<file path="config.mk">
export PLATFORM = sky130hd
export DESIGN_NAME = proc_bypass_scoreboard
export DESIGN_NICKNAME = d
export VERILOG_FILES = /design/src/rtl/proc_bypass_pkg.sv /design/src/rtl/proc_bypass_src_sel.sv /design/src/rtl/proc_bypass_scoreboard.sv
export SDC_FILE = /design/constraint.sdc
export NUM_CORES = 1
export LEC_CHECK = 0
export ABC_AREA = 1
export BUFFER_PORTS_ARGS = -buffer_cell sky130_fd_sc_hd__buf_2
export CORE_ASPECT_RATIO = 0.6
export CORE_MARGIN = 2
export CORE_UTILIZATION = 49
export CTS_CLUSTER_DIAMETER = 150
export DETAILED_ROUTE_END_ITERATION = 8
export PLACE_DENSITY = 0.81
export SYNTH_ARGS = -nofsm -noshare
export SYNTH_HDL_FRONTEND = slang
export SYNTH_SLANG_ARGS = --single-unit
</file>
<file path="constraint.sdc">
create_clock -name clk -period 1.74 [get_ports clk]
set_input_delay 0.174 -clock clk [delete_from_list [all_inputs] [get_ports clk]]
set_output_delay 0.174 -clock clk [all_outputs]
set_load 0.01 [all_outputs]
</file>
<file path="src/rtl/proc_bypass_pkg.sv">
// proc_bypass_pkg: shared entry type and constants for the bypass scoreboard
package proc_bypass_pkg;
  localparam int c_nregs = 32;
  localparam logic [4:0] c_rd_zero = 5'd0;
  typedef struct packed {
    logic       val;
    logic       wen;
    logic [4:0] rd;
    logic       late;
  } sb_entry_t;
  localparam int c_ent_w = $bits(sb_entry_t);
  function automatic logic is_live(sb_entry_t e);
    return e.val & e.wen & (e.rd != c_rd_zero);
  endfunction
endpackage

</file>
<file path="src/rtl/proc_bypass_src_sel.sv">
// proc_bypass_src_sel: picks the youngest live producer of one source operand
// ports: ent_i entry vector (stage 0 lowest), late_ok_i stages where late results are valid,
//        rs_addr_i/rf_rdata_i source address and rf data, result_i per-stage results,
//        data_o forwarded operand, unready_o youngest match not yet valid,
//        fwd_o (PROC_BYPASS_SCOREBOARD_STATS_EN only) operand taken from a stage
module proc_bypass_src_sel
  import proc_bypass_pkg::*;
#(
  parameter int p_nstages = 3,
  parameter int p_xlen    = 32
) (
  input  logic [c_ent_w*p_nstages-1:0] ent_i,
  input  logic [p_nstages-1:0]         late_ok_i,
  input  logic [4:0]                   rs_addr_i,
  input  logic [p_xlen-1:0]            rf_rdata_i,
  input  logic [p_xlen*p_nstages-1:0]  result_i,
  output logic [p_xlen-1:0]            data_o,
`ifdef PROC_BYPASS_SCOREBOARD_STATS_EN
  output logic                         fwd_o,
`endif
  output logic                         unready_o
);
  sb_entry_t e;
  logic rdy;
  always_comb begin
    e = '0;
    rdy = 1'b0;
    data_o = rf_rdata_i;
    unready_o = 1'b0;
`ifdef PROC_BYPASS_SCOREBOARD_STATS_EN
    fwd_o = 1'b0;
`endif
    // walk oldest to youngest so the youngest match overrides
    for (int s = p_nstages - 1; s >= 0; s--) begin
      e = sb_entry_t'(ent_i[s*c_ent_w +: c_ent_w]);
      rdy = ~e.late | late_ok_i[s];
      if (is_live(e) && e.rd == rs_addr_i) begin
        data_o = rdy ? result_i[s*p_xlen +: p_xlen] : rf_rdata_i;
        unready_o = ~rdy;
`ifdef PROC_BYPASS_SCOREBOARD_STATS_EN
        fwd_o = rdy;
`endif
      end
    end
  end
endmodule

</file>
<file path="src/rtl/proc_bypass_scoreboard.sv">
// proc_bypass_scoreboard: in-flight write tracker producing forwarded operands and decode stall
// ports: clk, reset (async active-high); issue_*_D decode instruction; squash_D kills it;
//        rs_addr_D/rf_rdata_D per-source address and rf data; stage_en/stage_result per stage;
//        op_data_D forwarded operands; stall_D RAW stall; pending_mask live destination set
// option: PROC_BYPASS_SCOREBOARD_STATS_EN adds stat_stall_cycles and stat_bypass_count
module proc_bypass_scoreboard
  import proc_bypass_pkg::*;
#(
  parameter int p_nstages    = 3,
  parameter int p_nsrcs      = 2,
  parameter int p_xlen       = 32,
  parameter int p_late_stage = 1
) (
  input  logic                        clk,
  input  logic                        reset,
  input  logic                        issue_val_D,
  input  logic                        issue_wen_D,
  input  logic [4:0]                  issue_rd_D,
  input  logic                        issue_late_D,
  input  logic                        squash_D,
  input  logic [5*p_nsrcs-1:0]        rs_addr_D,
  input  logic [p_xlen*p_nsrcs-1:0]   rf_rdata_D,
  input  logic [p_nstages-1:0]        stage_en,
  input  logic [p_xlen*p_nstages-1:0] stage_result,
  output logic [p_xlen*p_nsrcs-1:0]   op_data_D,
  output logic                        stall_D,
`ifdef PROC_BYPASS_SCOREBOARD_STATS_EN
  output logic [31:0]                 stat_stall_cycles,
  output logic [31:0]                 stat_bypass_count,
`endif
  output logic [c_nregs-1:0]          pending_mask
);
  sb_entry_t [p_nstages-1:0] ent_q, ent_d, in_e;
  logic [p_nstages-1:0] late_ok, adv;
  logic [p_nsrcs-1:0] unready;
  assign stall_D = issue_val_D & ~squash_D & (|unready);
  // the last stage always drains, so an unloaded last entry becomes a bubble
  assign adv = {1'b1, stage_en[p_nstages-1:1]};
  always_comb begin
    late_ok = '0;
    for (int s = 0; s < p_nstages; s++) late_ok[s] = (s >= p_late_stage);
  end
  always_comb begin
    in_e = {ent_q[p_nstages-2:0],
            {issue_val_D & ~stall_D & ~squash_D, issue_wen_D, issue_rd_D, issue_late_D}};
    ent_d = ent_q;
    for (int s = 0; s < p_nstages; s++) begin
      if (stage_en[s]) ent_d[s] = in_e[s];
      else if (adv[s]) ent_d[s].val = 1'b0;
    end
  end
  always_ff @(posedge clk or posedge reset) begin
    if (reset) ent_q <= '0;
    else ent_q <= ent_d;
  end
  always_comb begin
    pending_mask = '0;
    for (int s = 0; s < p_nstages; s++) if (is_live(ent_q[s])) pending_mask[ent_q[s].rd] = 1'b1;
  end
`ifdef PROC_BYPASS_SCOREBOARD_STATS_EN
  logic [p_nsrcs-1:0] fwd;
  logic [31:0] stall_cnt_q, byp_cnt_q, byp_add;
  always_comb begin
    byp_add = '0;
    for (int i = 0; i < p_nsrcs; i++) byp_add = byp_add + 32'(fwd[i]);
  end
  always_ff @(posedge clk or posedge reset) begin
    if (reset) begin
      stall_cnt_q <= '0;
      byp_cnt_q <= '0;
    end else begin
      if (stall_D) stall_cnt_q <= stall_cnt_q + 32'd1;
      if (issue_val_D & ~stall_D & ~squash_D & stage_en[0]) byp_cnt_q <= byp_cnt_q + byp_add;
    end
  end
  assign stat_stall_cycles = stall_cnt_q;
  assign stat_bypass_count = byp_cnt_q;
`endif
  for (genvar i = 0; i < p_nsrcs; i++) begin : g_src
    proc_bypass_src_sel #(.p_nstages(p_nstages), .p_xlen(p_xlen)) u_sel (
      .ent_i     (ent_q),
      .late_ok_i (late_ok),
      .rs_addr_i (rs_addr_D[5*i +: 5]),
      .rf_rdata_i(rf_rdata_D[p_xlen*i +: p_xlen]),
      .result_i  (stage_result),
      .data_o    (op_data_D[p_xlen*i +: p_xlen]),
`ifdef PROC_BYPASS_SCOREBOARD_STATS_EN
      .fwd_o     (fwd[i]),
`endif
      .unready_o (unready[i])
    );
  end
endmodule

</file>
==> impl_metrics.env, run 1 <==
export IMPL_run_status="complete, but fails checks"
export IMPL_violations="setup timing"
export IMPL_share_comb_of_total_power=0.612
export IMPL_synth_main_ff_cell="dfrtp_1"
export IMPL_worst_hold_path_type="primary input to flip-flop"
export IMPL_area_delta_synth_final_pct=55.7
export IMPL_cts_htree_levels=1
export IMPL_path_cells="buf_6, nand2_1, nand4_1, nor2_4, buf_12, buf_8, nand3_2, nand2_1, inv_1, nand2_1, nand2_2, buf_6"
export IMPL_grt_overflow_total=0
export IMPL_cts_sinks=22
export IMPL_synth_yosys_seq_area_share=0.0937
export IMPL_drt_pass1_iterations=7
export IMPL_biggestRegsByFlops="ent_q x22"
export IMPL_total_switching_power_mw=1.51
export IMPL_clock_latency_ps=260
export IMPL_cts_root_to_sink_buffers=2
export IMPL_ios=281
export IMPL_cpLargestDelayFamily="simple AND/OR/NAND/NOR gates"
export IMPL_critPathRequiredTime_ps=1570
export IMPL_final_hold_viol_count=0
export IMPL_clk_pin_slew_ps=60
export IMPL_netlist_top_cells_area="nand2_1 38%, nand3_1 15%, dfrtp_1 9.4%, inv_1 8.5%, nand4_1 3.8%"
export IMPL_buffer_ports_inserted=279
export IMPL_finalPower_mw=3.39
export IMPL_placementRows=30
export IMPL_min_period_over_period=1.30
export IMPL_synth_largest_area_cell="nand2_1"
export IMPL_fin_crit_ps=2260
export IMPL_antenna_left=0
export IMPL_placed_cells=1623
export IMPL_power_density_nw_per_um2=371
export IMPL_worst_endpoint_arrival_ps=2080
export IMPL_post_route_cells_drive_above_1_share=0.381
export IMPL_gpl_final_weighted_congestion=0.985
export IMPL_postSynth_asyncResetShare=1.00
export IMPL_cts_root_buffer="clkbuf_16"
export IMPL_grt_setup_unrepaired="yes"
export IMPL_power_share_clock=0.191
export IMPL_final_max_slew_viol_count=0
export IMPL_power_ir_vdd_worst_mv=0.801
export IMPL_die_width_um=145
export IMPL_yosys_warnings=0
export IMPL_timing_critical_path_fanout_max=6
export IMPL_setup_viol_count_final=97
export IMPL_synth_distinct_cells=32
export IMPL_ys_ff_latch=22
export IMPL_cells_after_synthesis=1181
export IMPL_finalSetupTns_ps=-32610
export IMPL_crit_path_start_kind="flip-flop"
export IMPL_finish_cell_count_without_fillers=1664
export IMPL_power_sequential_fraction=0.198
export IMPL_max_cap_violations=0
export IMPL_number_of_antenna_violations_at_the_first_check_in_global_routing=2
export IMPL_cp_slowest_cell="dfrtp_1"
export IMPL_synthDominantCellAreaShare=0.377
export IMPL_syn_cell_area_um2=5880
export IMPL_chipHeight_um=88.8
export IMPL_final_core_util=0.797
export IMPL_hpwl_um=20100
export IMPL_drt_drc_violations_left=0
export IMPL_timing_critical_path_buf_inv=5
export IMPL_initial_standard_cell_utilization_of_the_core=0.512
export IMPL_post_drt_via_cell_ratio=5.84
export IMPL_grt_max_degree=53
export IMPL_grtUsageTotal=0.397
export IMPL_timing_critical_path_to_type="output pin"
export IMPL_grt_pass1_wl_um=41200
export IMPL_totalWireLength_um=30300
export IMPL_p_int_mw=1.88
export IMPL_layout_common_cells="552 x nand2_1, 272 x buf_2, 148 x nand3_1, 114 x inv_1, 65 x buf_4"
export IMPL_avgSynthCellArea_um2=4.98
export IMPL_cpMostUsedCell="nand2_1"
export IMPL_postSynthNetCount=1365
export IMPL_most_frequent_standard_cell_in_the_layout_excluding_fill_and_tap_cells="nand2_1"
export IMPL_via_count_of_the_first_global_routing_pass=8018
export IMPL_routedWlPerCell_um=18.2
export IMPL_number_of_buffers_inserted_during_clock_tree_synthesis=3
export IMPL_tritoncts="built"
export IMPL_critical_path_max_stage_delay_ps=430
export IMPL_largest_reg_flops=22
export IMPL_fin_skew_ps=0.953
export IMPL_register_with_the_highest_flop_count="ent_q"
export IMPL_floorplan_die_area_um2=12900
export IMPL_synth_edf_count=0
export IMPL_coreArea_um2=11500
export IMPL_num_vias=9712
export IMPL_detailedRoute_firstIterationViolations=1122
export IMPL_static_leakage_power_nw=5.39
export IMPL_design_final_nets=1687
export IMPL_critical_path_class="flip-flop to output pin"
export IMPL_netSwitchingFraction=0.446
export IMPL_fin_ws_ps=-519
export IMPL_max_freq_mhz=443
[power groups by stage]
stage          combinational, mW  sequential [mW]  clock [mW]
3_3_place_gp                1.61            0.658           0
5_1_grt                     2.19            0.675       0.679
3_5_place_dp                1.63            0.661           0
6_report                    2.08            0.670       0.647
2_1_floorplan              0.938            0.596           0
4_1_cts                     1.80            0.655       0.653
[worst reg2reg max path: stages, from the launching register on]
cell,delay [ps]
dfrtp_2,460
xnor2_1,190
nand2_1,100
nor2_2,130
nand3_4,220
clkbuf_16,260
nand2_4,70
nand2_4,50
buf_6,100
nand2_1,40
nand2_1,40
[timing repair]
item,in CTS,in global routing
endpoints found under the hold margin,22,0
cloned,6,7
pin swaps,17,28
setup buffers,13,11
hold buffers,1,0
resized for setup,90,121
setup endpoints to repair,97,96
[area by class of cell]
class	count	area [µm²]
antenna	2	5.00
tap	160	200
clock inverter	1	30.0
timing repair buffer	397	2910
clock buffer	3	75.1
sequential	22	568
inverter	146	578
multi-input combinational	933	4790
fill	907	2330
[per-stage QoR]
stage | worst slack [ps] | hold slack (ps) | instance area, µm²
detailed placement | -173 | 224 | 7810
global placement | -181 | 222 | 7810
floorplan | 157 | 163 | 5880
finish | -519 | 123 | 9160
global route | -551 | 128 | 9160
CTS | -332 | 122 | 8500
[metal layers]
metal  track usage  wire [µm]  vias up
li1              -          -     4354
met1         0.557      11500     4277
met2         0.619      12500      893
met3        0.0794       4800      188
met4         0.125       1480        0
met5             0          0        -
[final timing paths]
| check | startpoint | endpoint | slack, ps | cells after the start |
|---|---|---|---|---|
| max | ent_q[12]$_DFFE_PP0P_ | op_data_D[21] | -520 | 12 |
| min | issue_rd_D[2] | ent_q[3]$_DFFE_PP0P_ | 120 | 3 |
| max reg2reg | ent_q[1]$_DFFE_PP0P_ | ent_q[7]$_DFFE_PP0P_ | -30 | 10 |
| min reg2reg | ent_q[15]$_DFFE_PP0P_ | ent_q[23]$_DFF_PP0_ | 510 | 2 |
| max in group asynchronous | reset | ent_q[17]$_DFFE_PP0P_ | 1010 | 4 |
| min in group asynchronous | reset | ent_q[6]$_DFFE_PP0P_ | 490 | 4 |
[kinds of logic (layout without fill, tap and decap cells)]
family / after synthesis / count (layout) / share of synthesized area
simple gates: 861 / 861 / 0.629
compound gates: 52 / 52 / 0.0622
other cells: 1 / 3 / 0.000638
xor+xnor: 19 / 19 / 0.0283
buf+inv: 226 / 547 / 0.186
flops: 22 / 22 / 0.0937
[cell usage after synthesis, drive strengths merged, types with 5 or more instances]
library cell and n:
buf 69, clkbuf 11, dfrtp 22, inv 146, nand2 602, nand3 179
nand4 36, nor2 32, nor3 9, o211ai 8, o21ai 20, o221ai 22
xnor2 14, xor2 5
Note: power is estimated with default switching activity, not from simulation.
==> run 2: changes to the inputs <==
- ABC_AREA: 1 -> not set
- ABC_CLOCK_PERIOD_IN_PS: not set -> 1740
- CORE_UTILIZATION: 49 -> 45
- PLACE_DENSITY: 0.81 -> 0.8
==> run 2 against run 1 <==
Net effect:
- the run still ends with setup timing left
- clock power is 22% lower
- combinational power rose by 21%
- core utilization up 9.0 points
- final area shrank 3.6%
- final cell count down 28%
- critical endpoint is now op_data_D[4]
==> impl_metrics.env, run 2 <==
export IMPL_synth_largest_area_cell="dfrtp_1"
export IMPL_antenna_left=0
export IMPL_placed_cells=1159
export IMPL_avgSynthCellArea_um2=6.74
export IMPL_critical_path_class="flip-flop to output pin"
export IMPL_final_hold_viol_count=0
export IMPL_synth_main_ff_cell="dfrtp_1"
export IMPL_layout_common_cells="279 x buf_2, 115 x buf_4, 65 x nand2_1, 65 x a21oi_1, 64 x o21ai_0"
export IMPL_grt_overflow_total=0
export IMPL_netlist_top_cells_area="dfrtp_1 12%, a221oi_2 9.7%, o21ai_0 7.9%, o22ai_1 7.2%, a21oi_1 7.0%"
export IMPL_most_frequent_standard_cell_in_the_layout_excluding_fill_and_tap_cells="buf_2"
export IMPL_fin_skew_ps=4.90
export IMPL_floorplan_die_area_um2=11200
export IMPL_reg2reg_setup_slack_ps=40
export IMPL_coreArea_um2=9950
export IMPL_max_cap_violations=0
export IMPL_power_ir_vdd_worst_mv=0.503
export IMPL_reg2reg_depth=7
export IMPL_gpl_final_weighted_congestion=1.13
export IMPL_placementRows=28
export IMPL_min_period_over_period=1.54
export IMPL_area_delta_synth_final_pct=89.3
export IMPL_hold_slack_ps=146
export IMPL_timing_critical_path_fanout_max=5
export IMPL_postSynth_asyncResetShare=1.00
export IMPL_finalSetupTns_ps=-62250
export IMPL_power_density_nw_per_um2=420
export IMPL_drt_drc_violations_left=0
export IMPL_timing_rr_end="ent_q[7]$_DFFE_PP0P_"
export IMPL_violations="setup timing"
export IMPL_ios=281
export IMPL_final_max_slew_viol_count=0
export IMPL_worstHoldPathCells=2
export IMPL_post_drt_via_cell_ratio=6.85
export IMPL_die_width_um=135
export IMPL_fin_crit_ps=2680
export IMPL_detailedRoute_firstIterationViolations=1223
export IMPL_setup_viol_count_final=96
export IMPL_rr_startpoint="ent_q[5]$_DFFE_PP0P_"
export IMPL_grt_pass1_wl_um=37700
export IMPL_via_count_of_the_first_global_routing_pass=7121
export IMPL_chipHeight_um=82.8
export IMPL_grt_setup_unrepaired="yes"
export IMPL_run_status="complete, but fails checks"
export IMPL_finish_cell_count_without_fillers=1195
export IMPL_initial_standard_cell_utilization_of_the_core=0.468
export IMPL_routedWlPerCell_um=23.8
export IMPL_buffer_ports_inserted=279
export IMPL_number_of_buffers_inserted_during_clock_tree_synthesis=3
export IMPL_cts_root_to_sink_buffers=2
export IMPL_synth_edf_count=0
export IMPL_largest_reg_flops=22
export IMPL_post_route_cells_drive_above_1_share=0.629
export IMPL_postSynthNetCount=875
export IMPL_crit_path_start_kind="flip-flop"
export IMPL_post_synth_most_frequent_cells="74 x o21ai_0, 71 x nand2_1, 65 x a21oi_1, 62 x clkbuf_1, 54 x o22ai_1"
export IMPL_fin_ws_ps=-937
export IMPL_cells_after_synthesis=691
export IMPL_syn_cell_area_um2=4660
export IMPL_synth_distinct_cells=45
export IMPL_cts_root_buffer="clkbuf_16"
export IMPL_ys_ff_latch=22
export IMPL_critPathRequiredTime_ps=1570
export IMPL_hpwl_um=18200
export IMPL_design_final_nets=1244
export IMPL_grtUsageTotal=0.416
export IMPL_clk_pin_slew_ps=60
export IMPL_max_freq_mhz=374
export IMPL_synthDominantCellAreaShare=0.118
export IMPL_yosys_warnings=0
export IMPL_synth_yosys_seq_area_share=0.118
export IMPL_static_leakage_power_nw=3.87
export IMPL_crit_path_end="op_data_D[4]"
export IMPL_biggestRegsByFlops="ent_q x22"
export IMPL_num_vias=8183
export IMPL_worst_endpoint_arrival_ps=2500
export IMPL_tritoncts="built"
export IMPL_most_numerous_cell_in_the_yosys_netlist="o21ai_0"
export IMPL_totalWireLength_um=28500
export IMPL_worst_hold_path_type="primary input to flip-flop"
export IMPL_grt_max_degree=55
export IMPL_number_of_antenna_violations_at_the_first_check_in_global_routing=2
export IMPL_timing_critical_path_from="ent_q[21]$_DFFE_PP0P_"
export IMPL_clock_latency_ps=260
export IMPL_min_from="issue_rd_D[1]"
export IMPL_cts_htree_levels=1
export IMPL_drt_pass1_iterations=6
export IMPL_cts_sinks=22
export IMPL_timing_critical_path_to_type="output pin"
export IMPL_register_with_the_highest_flop_count="ent_q"
-- run 2: cell count changes in the layout (fill, tap and decap cells not counted), moves of 25 or more --
cell      delta
buf_4       +50
a221oi_4    +25
inv_1      -108
o22ai_2     +31
o21ai_0     +47
nor2_1      +27
nand4_1     -34
inv_2       -25
a221oi_2    +39
nand2_1    -487
a21oi_1     +65
nand3_1    -143
nor2b_1     +36
nand2_2     -31
-- run 2: how the worst min path moves through the flow --
| stage | endpoint | slack [ps] |
|---|---|---|
| 2_1_floorplan | ent_q[0]$_DFFE_PP0P_ | 160 |
| 3_3_place_gp | ent_q[2]$_DFFE_PP0P_ | 210 |
| 3_5_place_dp | ent_q[2]$_DFFE_PP0P_ | 230 |
| 4_1_cts | ent_q[2]$_DFFE_PP0P_ | 150 |
| 5_1_grt | ent_q[3]$_DFFE_PP0P_ | 160 |
| 6_report | ent_q[2]$_DFFE_PP0P_ | 150 |
-- run 2: cell type report --
cell class	count	area, µm²
Tap cell	135	169
Multi-Input combinational cell	579	4910
Sequential cell	22	559
Fill cell	506	1130
Antenna cell	1	2.50
Timing Repair Buffer	447	3080
Inverter	7	26.3
Clock buffer	4	78.8
-- run 2: cell families after synthesis --
kind of cell	Yosys count	share of synthesized area
other	1	0.000805
AO/OA/AOI/OAI	301	0.454
buffers and inverters	90	0.0835
flip-flops	22	0.118
AND/OR/NAND/NOR	228	0.242
multiplexers	19	0.0459
XOR/XNOR	30	0.0564
-- run 2: power breakdown --
part	internal (mW)	total, mW	leakage, nW	switching, mW
Combinational	1.16	2.52	3.58	1.36
Clock	0.313	0.505	0.0382	0.192
Sequential	0.584	0.681	0.256	0.0967
Total	2.06	3.70	3.87	1.65
-- run 2: layer usage --
layer,GRT usage,wire length [µm],part of all wire
met5,0,0,0
met4,0.141,1780,0.062
met3,0.0989,4170,0.15
met2,0.633,12300,0.43
met1,0.575,10300,0.36
-- run 2: timing repair --
action,in CTS,in global routing
resized for setup,119,59
endpoints found under the hold margin,22,0
setup buffers,17,15
cloned,2,7
setup endpoints to repair,96,96
pin swaps,32,23
hold buffers,1,0
-- run 2: per-stage QoR --
| stage | util | setup slack (ps) | instance area (µm²) | power (mW) |
|---|---|---|---|---|
| final | 0.887 | -937 | 8820 | 3.70 |
| after global routing | 0.887 | -981 | 8820 | 3.83 |
| after CTS | 0.822 | -826 | 8180 | 3.36 |
| after detailed placement | 0.751 | -703 | 7470 | 2.62 |
| after global placement | 0.751 | -643 | 7470 | 2.59 |
| after floorplan | - | -399 | 5120 | 1.68 |
-- run 2: critical path, cell delays in order, from the launching register on --
cell and delay [ps]:
dfrtp_1 420, xor2_1 190, a211o_1 300, or4_4 540, buf_12 200, a221oi_4 300
o21ai_2 120, buf_2 160
